==> config.mk <==
export PLATFORM = sky130hd
export DESIGN_NAME = count_capture
export DESIGN_NICKNAME = d
export VERILOG_FILES = /design/src/rtl/count_capture.sv
export SDC_FILE = /design/constraint.sdc
export NUM_CORES = 1
export LEC_CHECK = 0
export ABC_AREA = 1
export BUFFER_PORTS_ARGS = -buffer_cell sky130_fd_sc_hd__buf_2
export CAP_MARGIN = 20
export CORE_MARGIN = 10
export CORE_UTILIZATION = 55
export DETAILED_ROUTE_END_ITERATION = 7
export HOLD_SLACK_MARGIN = 0.06
export PLACE_DENSITY = 0.76
export SYNTH_ARGS = -nofsm -noshare
export SYNTH_HDL_FRONTEND = slang
export SYNTH_SLANG_ARGS = --single-unit
==> constraint.sdc <==
create_clock -name clk -period 3.3 [get_ports clk]
set_clock_uncertainty 0.1 [all_clocks]
set_input_delay 0.165 -clock clk [delete_from_list [all_inputs] [get_ports clk]]
set_output_delay 0.165 -clock clk [all_outputs]
set_load 0.01 [all_outputs]
==> src/rtl/count_capture.sv <==
`timescale 1ns/1ps
`default_nettype none
// ============================================================================
// Module   : count_capture
// Purpose  : Timestamp capture stage. Synchronises an asynchronous event
//            input, detects its rising edge, latches the free-running count
//            and queues the timestamp in a small FWFT FIFO that is read out
//            over a valid/ready handshake. A sticky flag records drops.
// Revision : 1.0 - initial release
// ============================================================================
module count_capture #(
  parameter int DEPTH = 4,
  parameter int AW    = 2
) (
  input  logic          clk,
  input  logic          rstn,
  input  logic [31:0]   cnt_in,
  input  logic          evt_in,
  output logic [31:0]   ts_data,
  output logic          ts_valid,
  input  logic          ts_ready,
  output logic [AW:0]   level,
  output logic          ovf,
  input  logic          ovf_clr
);

  localparam logic [AW:0] c_ptr_one = {{AW{1'b0}}, 1'b1};

  // Three-flop chain: two stages for metastability, third for edge history
  logic          r_s1;
  logic          r_s2;
  logic          r_s3;

  // Storage and pointers; pointers carry one extra wrap bit
  logic [31:0]   r_mem [DEPTH];
  logic [AW:0]   r_wp;
  logic [AW:0]   r_rp;
  logic          r_ovf;

  logic          w_evt_p;
  logic          w_empty;
  logic          w_full;
  logic          w_pop;
  logic          w_push;
  logic          w_drop;

  assign w_evt_p = r_s2 & ~r_s3;
  assign w_empty = (r_wp == r_rp);
  assign w_full  = (r_wp[AW-1:0] == r_rp[AW-1:0]) & (r_wp[AW] != r_rp[AW]);

  // A pop only happens on a visible head, so an entry written this cycle
  // can never be consumed before ts_valid has been presented for it.
  assign w_pop   = ~w_empty & ts_ready;

  // When full, a simultaneous pop frees the slot the new entry takes.
  assign w_push  = w_evt_p & (~w_full | w_pop);
  assign w_drop  = w_evt_p & w_full & ~w_pop;

  // Synchroniser and edge-history shift register
  always_ff @(posedge clk) begin
    if (!rstn) begin
      r_s1 <= 1'b0;
      r_s2 <= 1'b0;
      r_s3 <= 1'b0;
    end else begin
      r_s1 <= evt_in;
      r_s2 <= r_s1;
      r_s3 <= r_s2;
    end
  end

  // Write/read pointer advance on push/pop
  always_ff @(posedge clk) begin
    if (!rstn) begin
      r_wp <= '0;
      r_rp <= '0;
    end else begin
      if (w_push) begin
        r_wp <= r_wp + c_ptr_one;
      end
      if (w_pop) begin
        r_rp <= r_rp + c_ptr_one;
      end
    end
  end

  // Timestamp storage; contents need no reset since the pointers gate use
  always_ff @(posedge clk) begin
    if (w_push && rstn) begin
      r_mem[r_wp[AW-1:0]] <= cnt_in;
    end
  end

  // Sticky overflow flag; a new drop takes priority over a clear request
  always_ff @(posedge clk) begin
    if (!rstn) begin
      r_ovf <= 1'b0;
    end else if (w_drop) begin
      r_ovf <= 1'b1;
    end else if (ovf_clr) begin
      r_ovf <= 1'b0;
    end
  end

  assign ts_valid = ~w_empty;
  assign ts_data  = w_empty ? 32'd0 : r_mem[r_rp[AW-1:0]];
  assign level    = r_wp - r_rp;
  assign ovf      = r_ovf;

endmodule
`default_nettype wire

## After elaboration in Yosys (flattened, before gate mapping)

Memory sizes are Yosys's and may differ from the RTL's. A register that Yosys moved wholly into a read port is not among the register bits.
Cells that the tools add are included.
Widths: inputs -> output; s select.

| word-level totals | value |
|---|---|
| register bits | 10 |
| memory bits (writable) | 128 |
| bits of input ports | 37 |
| output and inout port bits | 37 |
| memories kept | 1 |

Memory list:

| memory | depth | width | rd ports | clocked after memory_dff | write ports | line | text |
|---|---|---|---|---|---|---|---|
| r_mem | 4 | 32 | 1 | 1 | 1 | 35 | `logic [31:0] r_mem [DEPTH];` |

| operators by class | value |
|---|---|
| add/subtract/negate cells | 3 |
| eq/ne operators | 3 |
| muxes and demuxes | 7 |
| bitwise operators | 11 |
| reduce and logical (&&, ||, !) cells | 2 |

Operator list:

| kind | number |
|---|---|
| $mux 32 | 1 |
| $add 3x1->3 const B | 2 |
| $and 1x1->1 | 6 |
| $mux 1 | 4 |
| $mux 2 | 2 |
| $not 1->1 | 4 |
| $eq 3x3->1 | 1 |
| $sub 3x3->3 | 1 |
| $eq 2x2->1 | 1 |
| $reduce_bool 2->1 | 1 |
| $logic_and 1x1->1 | 1 |
| $ne 1x1->1 | 1 |
| $or 1x1->1 | 1 |

## Depth between registers and ports, before layout

| depth | value |
|---|---|
| depth after elaboration | 8 |
| depth in mapped cells | 9 |
| gate-level depth less buffers | 9 |

## Worst setup path before layout

OpenSTA, ideal clock, no wires.

| timing path | value |
|---|---|
| path type | register -> register |
| start point | register r_wp[0] |
| end point | memory r_mem[0][0], enable pin |
| data arrival time | 2379 ps |
| data required time | 2784 ps |
| setup slack | 405 ps |
| stages on the path, launching flop included | 8 |
| buffers on the path | 0 |
| cell sequence | dfxtp_1 -> inv_1 -> ha_1 -> nand2_1 -> nor2_1 -> nand2_4 -> nand2_8 -> nor3b_2 |

| between the ends | value |
|---|---|
| word-level cells in the longest chain between the ends | 8 |

Ends and longest elaborated chain:

| element | line | text |
|---|---|---|
| start: declaration | 36 | `logic [AW:0] r_wp;` |
| start signal: assignment | 79 | `r_wp <= r_wp + c_ptr_one;` |
| $eq 3x3->1 or $eq 2x2->1 (tied branches) | 48, 49 |  |
| $not 1->1 or $and 1x1->1 (tied branches) | 53, 49 |  |
| $and 1x1->1 or $not 1->1 (tied branches) | 53, 56 |  |
| $or 1x1->1 | 56 | `assign w_push = w_evt_p & (~w_full \| w_pop);` |
| $and 1x1->1 | 56 |  |
| $logic_and 1x1->1 | 89 | `if (w_push && rstn) begin` |
| $mux 1 | 89 |  |
| $mux 1 (implied by the code) | 90 | `r_mem[r_wp[AW-1:0]] <= cnt_in;` |
| end: declaration | 35 |  |

Several ways; a longest one is shown, not always the timed one.

## Worst setup path in the final report

| timing path | value |
|---|---|
| start point | register r_wp[0] |
| end point | output port ts_data[0] |

| between the ends | value |
|---|---|
| word-level cells in the longest chain between the ends | 2 |

Ends and longest elaborated chain:

| element | line | text |
|---|---|---|
| $eq 3x3->1 | 48 | `assign w_empty = (r_wp == r_rp);` |
| $mux 32 | 106 | `assign ts_data = w_empty ? 32'd0 : r_mem[r_rp[AW-1:0]];` |
| end: declaration | 19 | `output logic [31:0] ts_data,` |

No other way between the ends.

==> impl_results.md <==
* Max_slew headroom at 31.5%
* Leading cell type by number of instances after synthesis: nor2_1
* CTS tree: done
* Vias/cell at 5.19
* Worst-path maximum fanout at 32
* Total congestion overflow at 0
* Prevailing post-synth register cell: edfxtp_1
* CTS max path bufs at 2
* Final Hold Viols at 0
* Critical path class: reg -> out
* Share of the synthesized area in the top cell type at 67.9%
* Wirelength per Cell at 16.8 um
* Global-route wire length before repair at 19.5 mm
* RSZ-0062 raised after global routing: false
* Final Max Slew Viols at 0
* Sink Count at 140
* DRC viols at 0
* Post-synth EDFFs at 128
* Crit end category: output port
* Initial Util at 57.1%
* Worst Path Arrival at 2.46 ns
* Final #Nets at 618
* Synth warnings at 0
* Placed instance area at 0.00615 mm^2
* DRT antenna net count at 0
* Top cells by count, synth: nor2_1, edfxtp_1, o21ai_1
* Worst path max stage delay at 0.50 ns
* Power Dens Cells at 621 mW/mm^2
* Crit-path cells: inv_1 -> ha_1 -> nand2_1 -> inv_1 -> nand3_4 -> inv_2 -> a21oi_1 -> buf_2
* #FFs+latches synth at 140
* Mapped cell area at 0.00566 mm^2
* Pre-Repair DR Iteration Count at 4
* CP most frequent cell: inv_1
* Sequential share of the synthesized area at 72.2%
* Pin count of the biggest net entering global routing at 65
* Post-layout util at 71.3%
* Clk_lat worst skew at 0.51 ns
* Startpoint types: register
* Finished Cell Area at 0.00706 mm^2
* Root Buffer: clkbuf_8
* CP delay by family, top: buffers and inverters
* Die Ht at 121 um
* Tcrit/Tclk final at 82.7%
* PostCTS Resize Cnt at 0
* Clock-pin slew on the worst setup and hold paths at 0.06 ns
* Iteration-0 DRC Markers at 274
* Crit-path slowest cell: inv_2
* Type of the worst min-delay path: in -> reg
* Area growth, synth to finish at 24.9%
* Post-route minimum period at 2.73 ns
* Die X-Extent at 121 um
* Leading area contributor after synthesis: edfxtp_1
* Worst Tran Pin Value at 1.03 ns
* GRT Total Usage at 17.0%
* Post-DP HPWL at 7.11 mm
* Die area at 0.0147 mm^2
* Reg2reg setup slack at 1.00 ns
* Setup TNS Final at 0 ns
* Core area at 0.00991 mm^2
* Buf/Inv on CP at 4
* Fmax at 367 MHz
* Cells after Synth at 457
* Ports at 74
* Syn Area/Cell at 12.4 um^2
* VDD IR max at 0.404 mV
* Setup violators final at 0
* Number of global-route vias before repair at 3,961
* Post-CTS Setup Inserts at 0
* Syn nets at 502
* DRT Wirelength at 12.1 mm
* Outcome: completed
* Ys async rst share at 0%
* Antenna diode count at 0
* Initial antenna violation count at 0
* Synth cell types at 25
* P_leak at 0.00271 uW
* H-tree level count at 4
* Max-cap violations at 0
* Largest cells by area after synthesis: edfxtp_1, nor2_1, dfxtp_1
* Num CTS Buffers at 17
* # rows at 36
* Gpl congestion at 0.839
* # hold bufs at CTS at 38
* Port bufs at 73
* Worst Path Required at 3.03 ns
* Via count at 3,733
* Layout cells sized above 1 at 22.0%
[power breakdown]
group / total [uW] / internal, uW / switching, uW
logic: 726 / 259 / 467
clock network: 1690 / 1010 / 680
registers: 1970 / 1960 / 11.3
[registers in the layout, summed over array words and instances (netlist names), named ones only]
| name | count |
|---|---|
| ovf | 1 |
| r_s2 | 1 |
| r_s1 | 1 |
| r_rp | 3 |
| r_s3 | 1 |
| r_mem | 128 |
| r_wp | 3 |
[layout make-up]
| type | instances | area [um^2] |
|---|---|---|
| Sequential cell | 140 | 4090 |
| Tap cell | 133 | 166 |
| Clock inverter | 12 | 101 |
| Clock buffer | 20 | 435 |
| Fill cell | 684 | 2850 |
| Multi-Input combinational cell | 276 | 1370 |
| Timing Repair Buffer | 120 | 833 |
| Inverter | 18 | 67.6 |
[through the flow]
stage	hold WS (ns)	std cells	setup WS, ns	total power, uW
after floorplan	0.158	457	0.405	2470
after global placement	0.250	648	1.09	2670
after detailed placement	0.263	649	1.05	2700
after CTS	0.294	719	0.528	4410
after global routing	0.297	719	0.330	4570
final	0.308	719	0.572	4380
[worst paths after layout]
| check | startpoint | endpoint | depth (start not counted) |
|---|---|---|---|
| hold / removal | cnt_in[25] | r_mem[3][25] | 2 |
| hold reg to reg | r_s2 | r_s3 | 2 |
| setup / recovery | r_wp[0] | ts_data[0] | 8 |
| setup reg to reg | r_wp[0] | r_mem[0][31] | 8 |
[logic make-up after synthesis]
logic type      count (synthesis)  synth area share, %
buf+inv                        41                 3.96
fa+ha+maj                       8                 1.90
flops                         140                 72.2
simple gates                  164                 12.5
compound gates                101                 8.94
xor+xnor                        3                0.465
[worst register-to-register path, delay by kind of cell, from the launching register on]
family        cells  cell delay, ns
buf+inv           2            0.55
flops             1            0.40
simple gates      5            0.54
fa+ha+maj         1            0.32
[cells in the final DEF (no fill, tap or decap), types with 2 or more instances in the layout]
cell	n
nor2_1	134
inv_1	12
edfxtp_1	128
nand3_1	6
clkbuf_16	16
nand2_1	12
ha_1	7
dlygate4sd3_1	38
clkinvlp_4	2
buf_4	8
o21ai_1	40
clkbuf_8	2
buf_2	73
nor3b_4	4
clkinv_4	3
nand2_2	3
inv_2	5
dfxtp_1	11
clkinv_2	6
o21ai_0	24
xor2_1	3
a21oi_1	37
clkbuf_1	2
[per-layer routing]
metal | global-route usage (%) | vias up | wire [um]
met5 | 0 | - | 0
met4 | 5.29 | 0 | 99
met3 | 5.96 | 9 | 772
met2 | 29.3 | 110 | 6160
met1 | 19.3 | 1790 | 5080
li1 | - | 1824 | -
No activity file was read; power rests on OpenSTA's default activity.
